File: src/rtl/apb_i2c_pkg.sv
// ----------------------------------------------------------------------------
// apb_i2c_pkg : register offsets, IRQ bit indices and STATUS field positions
// Rev 1.0
// ----------------------------------------------------------------------------
`default_nettype none

package apb_i2c_pkg;

   localparam logic [31:0] OFS_TXDATA   = 32'h00;
   localparam logic [31:0] OFS_RXDATA   = 32'h04;
   localparam logic [31:0] OFS_CONFIG   = 32'h08;
   localparam logic [31:0] OFS_TIMEOUT  = 32'h0C;
   localparam logic [31:0] OFS_STATUS   = 32'h10;
   localparam logic [31:0] OFS_IRQ_EN   = 32'h14;
   localparam logic [31:0] OFS_IRQ_STAT = 32'h18;

   localparam int IRQ_TX_EMPTY  = 0;
   localparam int IRQ_RX_NEMPTY = 1;
   localparam int IRQ_TX_OVF    = 2;
   localparam int IRQ_RX_OVF    = 3;
   localparam int IRQ_CORE_ERR  = 4;
   localparam int IRQ_W         = 5;

   localparam int ST_TX_EMPTY = 0;
   localparam int ST_TX_FULL  = 1;
   localparam int ST_RX_EMPTY = 2;
   localparam int ST_RX_FULL  = 3;
   localparam int ST_TX_LVL   = 8;
   localparam int ST_RX_LVL   = 16;

endpackage

`default_nettype wire

File: src/rtl/sync_fifo.sv
// ----------------------------------------------------------------------------
// sync_fifo : show-ahead synchronous FIFO; push when full / pop when empty ignored
// Rev 1.0
// ----------------------------------------------------------------------------
`default_nettype none

module sync_fifo #(
   parameter int WIDTH = 8,
   parameter int DEPTH = 8
) (
   input  logic                       clk,
   input  logic                       rst_n,
   input  logic                       push,
   input  logic                       pop,
   input  logic [WIDTH-1:0]           din,
   output logic [WIDTH-1:0]           dout,
   output logic                       full,
   output logic                       empty,
   output logic [$clog2(DEPTH):0]     level
);

   localparam int AW = $clog2(DEPTH);

   logic [WIDTH-1:0] mem_q [DEPTH];
   logic [AW-1:0]    wr_ptr_q, rd_ptr_q;
   logic [AW:0]      count_q, count_d;
   logic             do_push, do_pop;

   assign full    = (count_q == (AW+1)'(DEPTH));
   assign empty   = (count_q == '0);
   assign level   = count_q;
   assign do_push = push && !full;
   assign do_pop  = pop && !empty;
   // Head is forced to zero when empty so stale entries never leak out.
   assign dout    = empty ? '0 : mem_q[rd_ptr_q];

   always_comb begin
      count_d = count_q;
      if (do_push && !do_pop)
         count_d = count_q + 1'b1;
      else if (do_pop && !do_push)
         count_d = count_q - 1'b1;
   end

   always_ff @(posedge clk or negedge rst_n) begin
      if (!rst_n) begin
         wr_ptr_q <= '0;
         rd_ptr_q <= '0;
         count_q  <= '0;
      end else begin
         if (do_push) wr_ptr_q <= wr_ptr_q + 1'b1;
         if (do_pop)  rd_ptr_q <= rd_ptr_q + 1'b1;
         count_q <= count_d;
      end
   end

   always_ff @(posedge clk) begin
      if (do_push) mem_q[wr_ptr_q] <= din;
   end

endmodule

`default_nettype wire

File: src/rtl/apb_i2c_csr.sv
// ----------------------------------------------------------------------------
// apb_i2c_csr : APB3 CSR block with TX/RX FIFOs and maskable IRQs for the I2C core
// Rev 1.0
// ----------------------------------------------------------------------------
`default_nettype none

module apb_i2c_csr
   import apb_i2c_pkg::*;
#(
   parameter int FIFO_W   = 8,
   parameter int TX_DEPTH = 8,
   parameter int RX_DEPTH = 8,
   parameter int CFG_W    = 14,
   parameter int TMO_W    = 14
) (
   input  logic              PCLK,
   input  logic              PRESETn,
   input  logic              PSELx,
   input  logic              PENABLE,
   input  logic              PWRITE,
   input  logic [31:0]       PADDR,
   input  logic [31:0]       PWDATA,
   output logic [31:0]       PRDATA,
   output logic              PREADY,
   output logic              PSLVERR,
   input  logic              tx_rd_en,
   output logic [FIFO_W-1:0] tx_rd_data,
   output logic              tx_empty,
   input  logic              rx_wr_en,
   input  logic [FIFO_W-1:0] rx_wr_data,
   output logic              rx_full,
   input  logic              core_error,
   output logic [CFG_W-1:0]  cfg,
   output logic [TMO_W-1:0]  timeout,
   output logic              INT_TX,
   output logic              INT_RX,
   output logic              INT_ERR
);

   logic [$clog2(TX_DEPTH):0] tx_level;
   logic [$clog2(RX_DEPTH):0] rx_level;
   logic [FIFO_W-1:0]         rx_dout;
   logic                      tx_full, rx_empty;

   logic [CFG_W-1:0] cfg_q, cfg_d;
   logic [TMO_W-1:0] tmo_q, tmo_d;
   logic [IRQ_W-1:0] irq_en_q, irq_en_d;
   logic [IRQ_W-1:0] stk_q, stk_d;
   logic [IRQ_W-1:0] irq_stat;
   logic             int_tx_q, int_rx_q, int_err_q;

   logic        access, err, wr_ok, rd_ok, tx_push, rx_pop;
   logic [31:0] rdata, status;
   logic        unused_pwdata;

   assign unused_pwdata = ^PWDATA;
   assign access  = PSELx && PENABLE;
   assign PREADY  = access;
   assign PSLVERR = access && err;
   assign PRDATA  = (access && !PWRITE && !err) ? rdata : 32'h0;
   assign wr_ok   = access && PWRITE && !err;
   assign rd_ok   = access && !PWRITE && !err;
   assign tx_push = wr_ok && (PADDR == OFS_TXDATA);
   assign rx_pop  = rd_ok && (PADDR == OFS_RXDATA);

   always_comb begin
      status                          = 32'h0;
      status[ST_TX_EMPTY]             = tx_empty;
      status[ST_TX_FULL]              = tx_full;
      status[ST_RX_EMPTY]             = rx_empty;
      status[ST_RX_FULL]              = rx_full;
      status[ST_TX_LVL +: 8]          = 8'(tx_level);
      status[ST_RX_LVL +: 8]          = 8'(rx_level);
      irq_stat                        = stk_q;
      irq_stat[IRQ_TX_EMPTY]          = tx_empty;
      irq_stat[IRQ_RX_NEMPTY]         = !rx_empty;
   end

   // Decode: misaligned or out-of-range addresses fail, then per-register rules.
   always_comb begin
      err   = (PADDR[1:0] != 2'b00) || (PADDR > OFS_IRQ_STAT);
      rdata = 32'h0;
      case (PADDR)
         OFS_TXDATA:   err = !PWRITE || tx_full;
         OFS_RXDATA:   begin err = PWRITE || rx_empty; rdata = 32'(rx_dout); end
         OFS_CONFIG:   rdata = 32'(cfg_q);
         OFS_TIMEOUT:  rdata = 32'(tmo_q);
         OFS_STATUS:   begin err = PWRITE; rdata = status; end
         OFS_IRQ_EN:   rdata = 32'(irq_en_q);
         OFS_IRQ_STAT: rdata = 32'(irq_stat);
         default:      ;
      endcase
   end

   always_comb begin
      cfg_d    = cfg_q;
      tmo_d    = tmo_q;
      irq_en_d = irq_en_q;
      stk_d    = stk_q;
      if (wr_ok) begin
         case (PADDR)
            OFS_CONFIG:   cfg_d    = PWDATA[CFG_W-1:0];
            OFS_TIMEOUT:  tmo_d    = PWDATA[TMO_W-1:0];
            OFS_IRQ_EN:   irq_en_d = PWDATA[IRQ_W-1:0];
            OFS_IRQ_STAT: stk_d    = stk_q & ~PWDATA[IRQ_W-1:0];
            default:      ;
         endcase
      end
      // Sets are applied after W1C so a same-cycle set wins.
      if (access && PWRITE && (PADDR == OFS_TXDATA) && tx_full) stk_d[IRQ_TX_OVF] = 1'b1;
      if (rx_wr_en && rx_full) stk_d[IRQ_RX_OVF]   = 1'b1;
      if (core_error)          stk_d[IRQ_CORE_ERR] = 1'b1;
      stk_d[IRQ_RX_NEMPTY:IRQ_TX_EMPTY] = 2'b00;
   end

   always_ff @(posedge PCLK or negedge PRESETn) begin
      if (!PRESETn) begin
         cfg_q     <= '0;
         tmo_q     <= '0;
         irq_en_q  <= '0;
         stk_q     <= '0;
         int_tx_q  <= 1'b0;
         int_rx_q  <= 1'b0;
         int_err_q <= 1'b0;
      end else begin
         cfg_q     <= cfg_d;
         tmo_q     <= tmo_d;
         irq_en_q  <= irq_en_d;
         stk_q     <= stk_d;
         int_tx_q  <= irq_en_q[IRQ_TX_EMPTY] && irq_stat[IRQ_TX_EMPTY];
         int_rx_q  <= irq_en_q[IRQ_RX_NEMPTY] && irq_stat[IRQ_RX_NEMPTY];
         int_err_q <= |(irq_en_q[IRQ_CORE_ERR:IRQ_TX_OVF] & irq_stat[IRQ_CORE_ERR:IRQ_TX_OVF]);
      end
   end

   assign cfg     = cfg_q;
   assign timeout = tmo_q;
   assign INT_TX  = int_tx_q;
   assign INT_RX  = int_rx_q;
   assign INT_ERR = int_err_q;

   sync_fifo #(.WIDTH(FIFO_W), .DEPTH(TX_DEPTH)) u_tx_fifo (
      .clk   (PCLK),
      .rst_n (PRESETn),
      .push  (tx_push),
      .pop   (tx_rd_en),
      .din   (PWDATA[FIFO_W-1:0]),
      .dout  (tx_rd_data),
      .full  (tx_full),
      .empty (tx_empty),
      .level (tx_level)
   );

   sync_fifo #(.WIDTH(FIFO_W), .DEPTH(RX_DEPTH)) u_rx_fifo (
      .clk   (PCLK),
      .rst_n (PRESETn),
      .push  (rx_wr_en),
      .pop   (rx_pop),
      .din   (rx_wr_data),
      .dout  (rx_dout),
      .full  (rx_full),
      .empty (rx_empty),
      .level (rx_level)
   );

endmodule

`default_nettype wire

File: config.mk
export PLATFORM = sky130hd
export DESIGN_NAME = apb_i2c_csr
export DESIGN_NICKNAME = d
export VERILOG_FILES = /design/src/rtl/apb_i2c_pkg.sv /design/src/rtl/sync_fifo.sv /design/src/rtl/apb_i2c_csr.sv
export SDC_FILE = /design/constraint.sdc
export NUM_CORES = 1
export LEC_CHECK = 0
export BUFFER_PORTS_ARGS = -buffer_cell sky130_fd_sc_hd__clkbuf_2
export CORE_ASPECT_RATIO = 1.2
export CORE_MARGIN = 5
export CORE_UTILIZATION = 35
export DETAILED_ROUTE_END_ITERATION = 10
export PLACE_DENSITY_LB_ADDON = 0.05
export SKIP_CTS_REPAIR_TIMING = 1
export SYNTH_ARGS = -nofsm -noshare
export SYNTH_HDL_FRONTEND = slang
export SYNTH_SLANG_ARGS = --single-unit
File: constraint.sdc
create_clock -name PCLK -period 3.8 [get_ports PCLK]
set_clock_uncertainty 0.05 [all_clocks]
set_input_delay 0.38 -clock PCLK [delete_from_list [all_inputs] [get_ports PCLK]]
set_output_delay 0.38 -clock PCLK [all_outputs]
set_load 0.02 [all_outputs]
==> results.md <==
Run status:
- The flow ran to the end, and the final reports show no timing, DRC or antenna violations.

Synthesis:
- For this run, the number of Yosys warnings is 0.
- The most used flip-flop cell after synthesis is edfxtp_1.
- Of the synthesized area, sequential elements account for 63.9%.
- The cell count after synthesis is 517.
- By instance count, the leading cell after synthesis is edfxtp_1.
- The synthesized design contains 128 enable-type register cells.
- The average footprint of a synthesized cell is 16.1 sq um.
- After synthesis, the most frequently instantiated cells are 128 x edfxtp_1, 59 x dfrtp_1, 32 x mux4_2.
- Synthesis instantiated 57 different standard cells from the library.
- The fraction of synthesis flops using an asynchronous set or reset pin is 31.6%.
- After synthesis, the cell types taking the most area are edfxtp_1 46%, dfrtp_1 18%, mux4_2 8.7%.
- Of the post-synthesis cell area, the dominant cell type holds about 46%.
- The number of flip-flops and latches in the synthesized netlist is approximately 190.
- Summing every instance area after synthesis gives between 0.008 and 0.009 sq mm.
- The cell taking the most area after synthesis is edfxtp_1.

Setup path:
- The kind of critical path is register to output pin.
- On the worst path, the slowest cell contributes a delay of 0.51 ns.
- On the critical path, the stage with the largest delay is an instance of a311oi_1.
- The most numerous cell type found on the critical path is nor3_1.
- The number of buffer and inverter instances along the worst setup path is 1.
- The highest fanout seen on the critical path is 18.
- STA classifies the critical path startpoint as a register.
- At the worst endpoint, the required time is roughly 3.4 ns.
- STA classifies the critical path endpoint as an output pin.
- The cell type group with the largest total delay on the critical path is simple AND/OR/NAND/NOR gates.
- Traced cell by cell, the critical path runs through or4_1, nor3_1, a311oi_1, nand4_4, nor3_1, clkbuf_2.
- Data on the critical path arrives at its endpoint at slightly below 3 ns.

Place:
- The congestion estimate from routability-driven global placement came to ~0.8.
- The number of placed instances, taps included, is around 950.
- The detailed placer's ending HPWL is 15.5 mm.
- The area of placed instances is 0.00936 sq mm.
- The quantity of I/O buffers inserted on ports is 122.

Routing:
- In this run, the number of DRC markers left after iteration 0 of detailed routing was 292.
- The routed design has 21.2 mm of wire.
- The DRC violation count after routing is 0.
- The ratio of routed vias to standard cells is around 5.0.
- The via count is 4923.
- In this run the remaining antenna-violating nets after routing total 0.
- The first-pass iteration count of the detailed router is 5.
- After detailed routing, the average wire length per cell comes to 21.6 microns.

CTS:
- The cell chosen for the clock root is clkbuf_16.
- Clock tree synthesis inserted a total of 17 buffers.
- After clock tree synthesis, the clock-pin slew on the worst setup and hold paths is 0.07 ns.
- TritonCTS built the clock tree.
- For the worst-skew pair, the clock arrives at the later sink with an insertion delay of between 0.4 and 0.5 ns.
- No sink is reached through more buffers than the 2 on the longest clock path.
- The number of levels the H-tree was split into is 4.
- The number of clock sinks seen by CTS is 187.

Global route:
- The initial antenna violation count is 0.
- Entering global routing, the biggest net connects 38 pins.
- The first global-routing pass estimated 32.1 mm of wire.
- After global routing the overflow that remains totals 0.
- The via count of the first global-routing pass is 5273.
- The global-route usage over all layers is between 15 and 20%.

Flow run:
- The count of maximum capacitance violations is 0.

Finish:
- After routing the design area is 0.00992 sq mm.
- The area overhead of the layout relative to synthesis is 19.1%.
- The final layout net count is 749.
- The share of layout cells above drive strength 1 is 36.9%.
- Once layout is complete, the cells apart from fillers number 984.
- The number of antenna cells inserted is 0.

STA:
- Dividing the final minimum period by the clock period gives 87.7%.
- Setup repair after global routing left no endpoint under its margin.
- Setup violations remaining at the end of the flow were counted as 0.
- The number of pins exceeding their max-slew limit in the final report is 0.
- Timing would allow up to 300 MHz.
- The final sum of negative setup slack is 0 ns.
- Measured against its own limit, the worst slew margin works out to 33.0%.
- For the pin with the worst max-slew slack, the measured transition is 0.999 ns.
- Final hold analysis gives a worst-case slack of slightly below 0.04 ns.
- The worst path in the final design needs a cycle of 3.33 ns, including I/O delays and setup.
- The final hold violation count was 0.

Worst hold path:
- The worst hold-check path type is primary input to asynchronous set/reset pin.

Floorplanning:
- The floorplan step defined a die boundary enclosing 0.0270 sq mm.
- The x dimension of the die is 151 microns.
- In this run the core area contains 61 standard-cell rows.
- During I/O placement, the number of pins put on the boundary was 155.
- Measured along the y axis, the die boundary spans roughly 180 microns.
- The total core area is 0.0234 sq mm.
- The initial utilization of the core area, before any placement, comes to 35.7%.

Power and ir drop:
- The net load switching power is 873 uW.
- IR analysis of the VDD net gives a maximum drop of 0.287 mV.
- The clock network burns a little over two fifths of the power.
- The part of the total power dissipated in sequential elements is 54.6%.
- The internal power of the cells totals 3120 uW.
- The static leakage power is 0.00385 uW.
- For this design the ratio of total power to cell area is between 400 and 500 mW/mm^2.
- Net switching is 21.9% of the power.
- The relative contribution of combinational cells to total power is 3.0%.
==> sequential cells by signal, indices dropped and copies added (netlist names), 4 cells and up <==
name	cells
u_rx_fifo.mem_q	64
u_tx_fifo.level	4
u_tx_fifo.mem_q	64
cfg	14
timeout	14
irq_en_q	5
u_rx_fifo.level	4
==> worst paths after layout <==
check | startpoint | slack, ns | depth (start not counted) | end
worst max-delay path | u_rx_fifo.level[0] | 0.47 | 6 | PRDATA[12]
worst min-delay path | PRESETn | 0.04 | 1 | u_rx_fifo.wr_ptr_q[1]
worst max register to register | u_rx_fifo.level[0] | 0.71 | 12 | u_rx_fifo.level[3]
worst min register to register | stk_q[4] | 0.46 | 1 | stk_q[4]
max in group asynchronous | PRESETn | 2.75 | 2 | timeout[12]
min in group PCLK | core_error | 0.12 | 2 | stk_q[4]
==> cells in the final DEF, fill, tap and decap left out, types with 17 or more instances in the layout <==
cell type,instances
clkbuf_16,17
nand2_1,26
nor2_1,28
dfrtp_1,59
mux2_1,21
mux4_2,32
edfxtp_1,128
mux2_2,21
buf_4,24
clkbuf_2,121
==> cells by family (layout without fill, tap and decap cells) <==
family	count (synthesis)	count (layout)	synth area share, %
buffers and inverters	48	187	3.21
adder cells (fa/ha/maj)	12	12	1.98
AO/OA/AOI/OAI	45	45	3.98
AND/OR/NAND/NOR	122	122	9.46
flip-flops	187	187	63.9
other	1	14	0.0450
XOR/XNOR	17	17	1.79
multiplexers	85	85	15.7
==> metal layers <==
layer / GRT usage (%) / part of all wire [%]
met3: 2.83 / 3.9
met1: 20.0 / 41
met4: 4.84 / 1.6
met5: 0 / 0
met2: 29.3 / 54
==> power by group through the flow <==
stage	clock (uW)	sequential [uW]	combinational (uW)
after floorplan	0	2220	45.9
after global placement	0	2220	118
after detailed placement	0	2220	123
after CTS	1740	2180	123
after global routing	1820	2180	136
final	1690	2180	122
==> cell type report <==
cell class              instances  area, sq um
fillers                      2191        13400
flip-flops and latches        187         5320
multi-input cells             295         2830
repair buffers                146          791
clock buffers                  18          429
well taps                     315          394
clock inverters                13          120
inverters                      10         37.5
==> metrics by stage <==
step                util, %  setup slack, ns  power (uW)
CTS                    42.4            0.232        4040
global route           42.5            0.193        4130
floorplan                 -             1.06        2270
global placement       40.1            0.501        2340
detailed placement     40.1            0.427        2340
finish                 42.5            0.467        3990
Note: power is estimated with default switching activity, not from simulation.
